<file path="config.mk">
export PLATFORM = sky130hd
export DESIGN_NAME = h14rx_pkt_avi_info_frame_parser
export DESIGN_NICKNAME = d
export VERILOG_FILES = /design/src/rtl/h14rx_pkt_avi_info_frame_parser.sv
export SDC_FILE = /design/constraint.sdc
export NUM_CORES = 1
export LEC_CHECK = 0
export CAP_MARGIN = 30
export CORE_ASPECT_RATIO = 0.6
export CORE_MARGIN = 2
export CORE_UTILIZATION = 40
export DETAILED_ROUTE_END_ITERATION = 12
export GPL_TIMING_DRIVEN = 0
export SETUP_SLACK_MARGIN = 0.15
export SYNTH_ARGS = -nofsm -noshare
export SYNTH_HDL_FRONTEND = slang
export SYNTH_SLANG_ARGS = --single-unit
</file>
<file path="constraint.sdc">
create_clock -name clk -period 5 [get_ports clk]
set_input_delay 1 -clock clk [delete_from_list [all_inputs] [get_ports clk]]
set_output_delay 1 -clock clk [all_outputs]
set_load 0.02 [all_outputs]
</file>
<file path="src/rtl/h14rx_pkt_avi_info_frame_parser.sv">
// h14rx_pkt_avi_info_frame_parser: byte-serial AVI InfoFrame receiver with header/checksum validation.
// Define H14RX_AVI_RESERVED_CHECK_EN to build the reserved-bit checker behind err_reserved.
module h14rx_pkt_avi_info_frame_parser #(
    parameter logic [7:0] ExpectVersion = 8'd2,
    parameter bit         HoldOnError   = 1'b1
) (
    input  logic        clk,
    input  logic        rst_n,
    input  logic        in_valid,
    output logic        in_ready,
    input  logic        in_first,
    input  logic [7:0]  in_data,
    output logic        avi_valid,
    output logic        pkt_ignored,
    output logic        err_checksum,
    output logic        err_truncated,
    output logic        err_reserved,
    output logic [1:0]  video_format,
    output logic        afi_present,
    output logic [1:0]  bar_info,
    output logic [1:0]  scan_info,
    output logic [1:0]  colorimetry,
    output logic [1:0]  picture_ar,
    output logic [3:0]  active_ar,
    output logic        it_content,
    output logic [2:0]  ext_colorimetry,
    output logic [1:0]  rgb_quant,
    output logic [1:0]  nups,
    output logic [6:0]  vic,
    output logic [1:0]  ycc_quant,
    output logic [1:0]  content_type,
    output logic [3:0]  pixel_rep,
    output logic [15:0] top_bar_end,
    output logic [15:0] bot_bar_start,
    output logic [15:0] left_bar_end,
    output logic [15:0] right_bar_start
);
    typedef enum logic [2:0] {IDLE, HEADER, BODY, SKIP, REPORT} state_t;

    state_t       state_q, state_d;
    logic [4:0]   cnt_q, cnt_d;
    logic [7:0]   sum_q, sum_d, hb0_q, hb0_d, hb1_q, hb1_d;
    logic [101:0] sh_q, sh_d, fld_q, fld_d;
    logic         in_ready_q, in_ready_d, avi_valid_q, avi_valid_d;
    logic         pkt_ignored_q, pkt_ignored_d, err_checksum_q, err_checksum_d;
    logic         err_truncated_q, err_truncated_d;
    logic         acc, narrow, in_sum, in_shadow, hdr_ok, ck_ok, take;

    // PB1 and PB4 carry a reserved bit 7, so only 7 bits of them are shifted into the shadow
    assign acc       = in_valid && in_ready_q;
    assign narrow    = cnt_q == 5'd1 || cnt_q == 5'd4;
    assign in_sum    = cnt_q <= 5'd13;
    assign in_shadow = cnt_q != 5'd0 && in_sum;
    assign hdr_ok    = hb0_q == 8'h82 && hb1_q == ExpectVersion && in_data[4:0] == 5'd13;
    assign ck_ok     = sum_q == 8'h00;
    assign take      = ck_ok || !HoldOnError;

`ifdef H14RX_AVI_RESERVED_CHECK_EN
    logic rsv_q, rsv_d, rsv_hit, err_reserved_q, err_reserved_d;
    assign rsv_hit      = narrow ? in_data[7] : (cnt_q >= 5'd14 && in_data != 8'h00);
    assign err_reserved = err_reserved_q;
`else
    assign err_reserved = 1'b0;
`endif

    always_comb begin
        state_d         = state_q;
        cnt_d           = cnt_q;
        sum_d           = sum_q;
        hb0_d           = hb0_q;
        hb1_d           = hb1_q;
        sh_d            = sh_q;
        fld_d           = fld_q;
        err_checksum_d  = err_checksum_q;
        avi_valid_d     = 1'b0;
        pkt_ignored_d   = 1'b0;
        err_truncated_d = 1'b0;
`ifdef H14RX_AVI_RESERVED_CHECK_EN
        rsv_d           = rsv_q;
        err_reserved_d  = err_reserved_q;
`endif
        if (state_q == REPORT) begin
            state_d = IDLE;
        end else if (acc && in_first) begin
            state_d         = HEADER;
            cnt_d           = 5'd0;
            sum_d           = in_data;
            hb0_d           = in_data;
            err_truncated_d = state_q != IDLE;
`ifdef H14RX_AVI_RESERVED_CHECK_EN
            rsv_d           = 1'b0;
`endif
        end else if (acc && state_q == HEADER) begin
            sum_d   = sum_q + in_data;
            hb1_d   = cnt_q == 5'd0 ? in_data : hb1_q;
            cnt_d   = cnt_q == 5'd0 ? 5'd1 : 5'd0;
            state_d = cnt_q == 5'd0 ? HEADER : (hdr_ok ? BODY : SKIP);
        end else if (acc && state_q == BODY) begin
            sum_d = in_sum ? sum_q + in_data : sum_q;
            sh_d  = !in_shadow ? sh_q : narrow ? {in_data[6:0], sh_q[101:7]} : {in_data, sh_q[101:8]};
            cnt_d = cnt_q + 5'd1;
`ifdef H14RX_AVI_RESERVED_CHECK_EN
            rsv_d = rsv_q | rsv_hit;
`endif
            if (cnt_q == 5'd27) begin
                state_d        = REPORT;
                err_checksum_d = !ck_ok;
                avi_valid_d    = take;
                fld_d          = take ? sh_q : fld_q;
`ifdef H14RX_AVI_RESERVED_CHECK_EN
                err_reserved_d = rsv_q | rsv_hit;
`endif
            end
        end else if (acc && state_q == SKIP) begin
            cnt_d         = cnt_q + 5'd1;
            state_d       = cnt_q == 5'd27 ? IDLE : SKIP;
            pkt_ignored_d = cnt_q == 5'd27;
        end
        in_ready_d = state_d != REPORT;
    end

    always_ff @(posedge clk) begin
        if (!rst_n) begin
            state_q         <= IDLE;
            cnt_q           <= 5'd0;
            sum_q           <= 8'h00;
            hb0_q           <= 8'h00;
            hb1_q           <= 8'h00;
            sh_q            <= '0;
            fld_q           <= {91'd0, 4'b1000, 7'd0};
            in_ready_q      <= 1'b1;
            avi_valid_q     <= 1'b0;
            pkt_ignored_q   <= 1'b0;
            err_checksum_q  <= 1'b0;
            err_truncated_q <= 1'b0;
`ifdef H14RX_AVI_RESERVED_CHECK_EN
            rsv_q           <= 1'b0;
            err_reserved_q  <= 1'b0;
`endif
        end else begin
            state_q         <= state_d;
            cnt_q           <= cnt_d;
            sum_q           <= sum_d;
            hb0_q           <= hb0_d;
            hb1_q           <= hb1_d;
            sh_q            <= sh_d;
            fld_q           <= fld_d;
            in_ready_q      <= in_ready_d;
            avi_valid_q     <= avi_valid_d;
            pkt_ignored_q   <= pkt_ignored_d;
            err_checksum_q  <= err_checksum_d;
            err_truncated_q <= err_truncated_d;
`ifdef H14RX_AVI_RESERVED_CHECK_EN
            rsv_q           <= rsv_d;
            err_reserved_q  <= err_reserved_d;
`endif
        end
    end

    assign in_ready      = in_ready_q;
    assign avi_valid     = avi_valid_q;
    assign pkt_ignored   = pkt_ignored_q;
    assign err_checksum  = err_checksum_q;
    assign err_truncated = err_truncated_q;
    // Field register layout, MSB first: PB13..PB5, PB4[6:0], PB3, PB2, PB1[6:0]
    assign {right_bar_start, left_bar_end, bot_bar_start, top_bar_end,
            ycc_quant, content_type, pixel_rep, vic,
            it_content, ext_colorimetry, rgb_quant, nups,
            colorimetry, picture_ar, active_ar,
            video_format, afi_present, bar_info, scan_info} = fld_q;
endmodule

</file>
==> impl_metrics.csv <==
group,metric,value,unit
run,drv_cap,0,
timing,setup_viol,0,
clocking,cts_root_buf,"clkbuf_16",
route,wl_met3,1333,um
finish,n_antenna_cell,0,
setup_path,worstPathRequired,5.35,ns
timing,tightest_slew,0.8795,ns
yosys,synth_flop_cell,"dfxtp_1",
finish,area_growth,22.96,%
place,gp_congestion,0.8749,
setup_path,cp_data_arrival_time,3.36,ns
route,top_layer,"met4",
pwr,power_frac_clock,0.441,
finish,final_util,0.5048,
pwr,pwr_density_cell,316.2,mW/mm^2
route,wl_met1,15790,um
route,dr_total_vias,8399,
route,drtIter0Drc,573,
clocking,cts_tree,"yes",
yosys,synth_top_area_share,0.4830,
setup_path,critPathLaunchType,"input pin",
yosys,ys_warn_count,0,
route,antenna_left,0,
timing,max-slew-margin-rel,0.4137,
route,wl,27360,um
pwr,combPwrFrac,0.059,
pwr,p_sw,886.9,uW
route,via_per_inst,5.210,
timing,finalHoldViolations,0,
route,wl_met2,9966,um
timing,rsz0062_at_grt,"false",
setup_path,crit_fanout,10,
clocking,cts_setup_buffers,0,
clocking,ctsLongestPathBuffers,3,
floorplan,num_rows,44,
pwr,power,3884,uW
floorplan,io_pins,120,
yosys,synth_seq_area_share,0.4830,
clocking,clock-sinks,241,
yosys,synth_area_per_cell,8.809,sq um
floorplan,core,0.02433,sq mm
timing,tns,0,ns
pwr,internal_power,2997,uW
clocking,cts.clk_slew.worst_paths,0.06,ns
yosys,synth_largest_area_cell,"dfxtp_1",
finish,final_common_cell,"dfxtp_1",
setup_path,crit_type,"in -> reg",
route,drc_errors,0,
grt,grt_max_degree,15,
yosys,yosys_register_bits,241,
yosys,ys_types,56,
floorplan,dieWidth,208.0,um
grt,grt_usage,0.2048,
place,port_buffers,117,
outcome,outcome,"completed",
timing,fmax,331.8,MHz
finish,fill_cells,2352,
hold_path,hold_class,"reg -> reg",
clocking,hold_buffers,0,
pwr,peakVddDrop,0.0002161,V
yosys,netlist_top_cells_area,"dfxtp_1 (48%), mux2i_1 (12%), nand2_1 (8.3%), a211oi_1 (8.0%), a21oi_1 (5.7%)",
route,drt_first_pass_iters,5,
grt,grt_pass1_wl,43840,um
route,wire_per_inst,16.97,um
grt,grt_pass1_vias,7871,
yosys,synth-edff-count,0,
clocking,cts_resized,0,
finish,layout-drive-gt1-share,0.06667,
floorplan,fp.dieH,126.4,um
place,dp_hpwl,19810,um
finish,nNetsFinal,1299,
floorplan,initial_core_util,0.4105,
clocking,htreeDepth,1,
yosys,synth_area,0.009990,sq mm
yosys,synth_cells,1134,
pwr,seq_power_share,0.500,
timing,finalCritPeriodShare,0.6027,
grt,grt-ovfl-total,0,
floorplan,die-area,0.02630,sq mm
pwr,switching_share,0.2283,
yosys,async_flop_share,0,
yosys,synth_nets,1157,
timing,slew_violations,0,
pwr,p_leak,0.004531,uW
clocking,insertion_delay,0.50,ns
setup_path,endpoint_kind,"register",
finish,mostFrequentLayoutCells,"dfxtp_1 (241), nand2_1 (221), nor2_1 (139)",
clocking,cts_made_buffers,23,
timing,clock_skew,0.009139,ns
timing,min_period,3.014,ns
grt,antenna_found_initial,0,
## cells in the mapped netlist (all sizes together) (4+ instances only)
master and instances:
and2 5, nand4 4, nor2 140, o21ai 11, mux2i 117, inv 9
nand2 221, buf 48, a211oi 106, dfxtp 241, a21oi 114, clkbuf 42
nor3 9, nor4 5, xor2 4, ha 10
## logic make-up after synthesis
| kind of cell | count (synthesis) | share of synthesized area |
|---|---|---|
| fa+ha+maj | 11 | 0.01453 |
| compound gates | 250 | 0.1578 |
| simple gates | 410 | 0.1718 |
| mux | 117 | 0.1172 |
| other cells | 1 | 0.0003754 |
| buf+inv | 99 | 0.05085 |
| flops | 241 | 0.4830 |
| xor+xnor | 5 | 0.004384 |
## power groups by stage
stage               clock network, uW  logic, uW  registers [uW]
floorplan                           0        166            1980
global placement                    0        221            1990
detailed placement                  0        224            1990
CTS                              1750        225            1940
global route                     1820        250            1940
finish                           1710        228            1940
## sequential cells by signal, indices dropped and copies added (netlist names)
register,cells
hb0_q,8
sh_q,102
state_q,3
err_truncated,1
pkt_ignored,1
avi_valid,1
in_ready,1
sum_q,8
fld_q,102
err_checksum,1
cnt_q,5
hb1_q,8
## worst max-delay path, cell delays in order
cell	delay [ns]
clkdlybuf4s50_1	0.49
and2_1	0.22
nand3b_1	0.18
nor4_4	0.45
buf_2	0.32
buf_1	0.52
a211oi_1	0.16
## layout make-up
class	instances	area, sq um	area share
well taps	322	402.9	0.03280
inverters	9	33.78	0.002750
plain buffers	90	474.2	0.03861
clock buffers	31	625.6	0.05093
multi-input cells	794	4657	0.3791
flip-flops and latches	241	4825	0.3928
repair buffers	117	1171	0.09534
clock inverters	8	93.84	0.007640
## worst paths after layout
check	cells past startpoint	to	startpoint	slack, ns
setup / recovery	7	sh_q[97]	in_valid	1.99
hold / removal	2	fld_q[14]	fld_q[14]	0.45
setup reg to reg	8	fld_q[69]	state_q[1]	2.51
hold reg to reg	2	fld_q[14]	fld_q[14]	0.45
## routing by layer
metal	GRT usage	up-vias
met5	0	-
met4	0.02879	0
met3	0.03417	19
met2	0.2585	195
met1	0.3520	3969
li1	-	4216
## through the flow
stage | hold slack, ns | area, sq um | setup slack [ns] | std cells
after floorplan | 0.4367 | 9990 | 2.532 | 1134
after detailed placement | 0.4468 | 11560 | 1.482 | 1573
after global routing | 0.4686 | 12280 | 1.813 | 1612
after global placement | 0.4407 | 11560 | 1.509 | 1573
after CTS | 0.4556 | 12280 | 1.993 | 1612
final | 0.4511 | 12280 | 1.986 | 1612
Note: power is estimated with default switching activity, not from simulation.
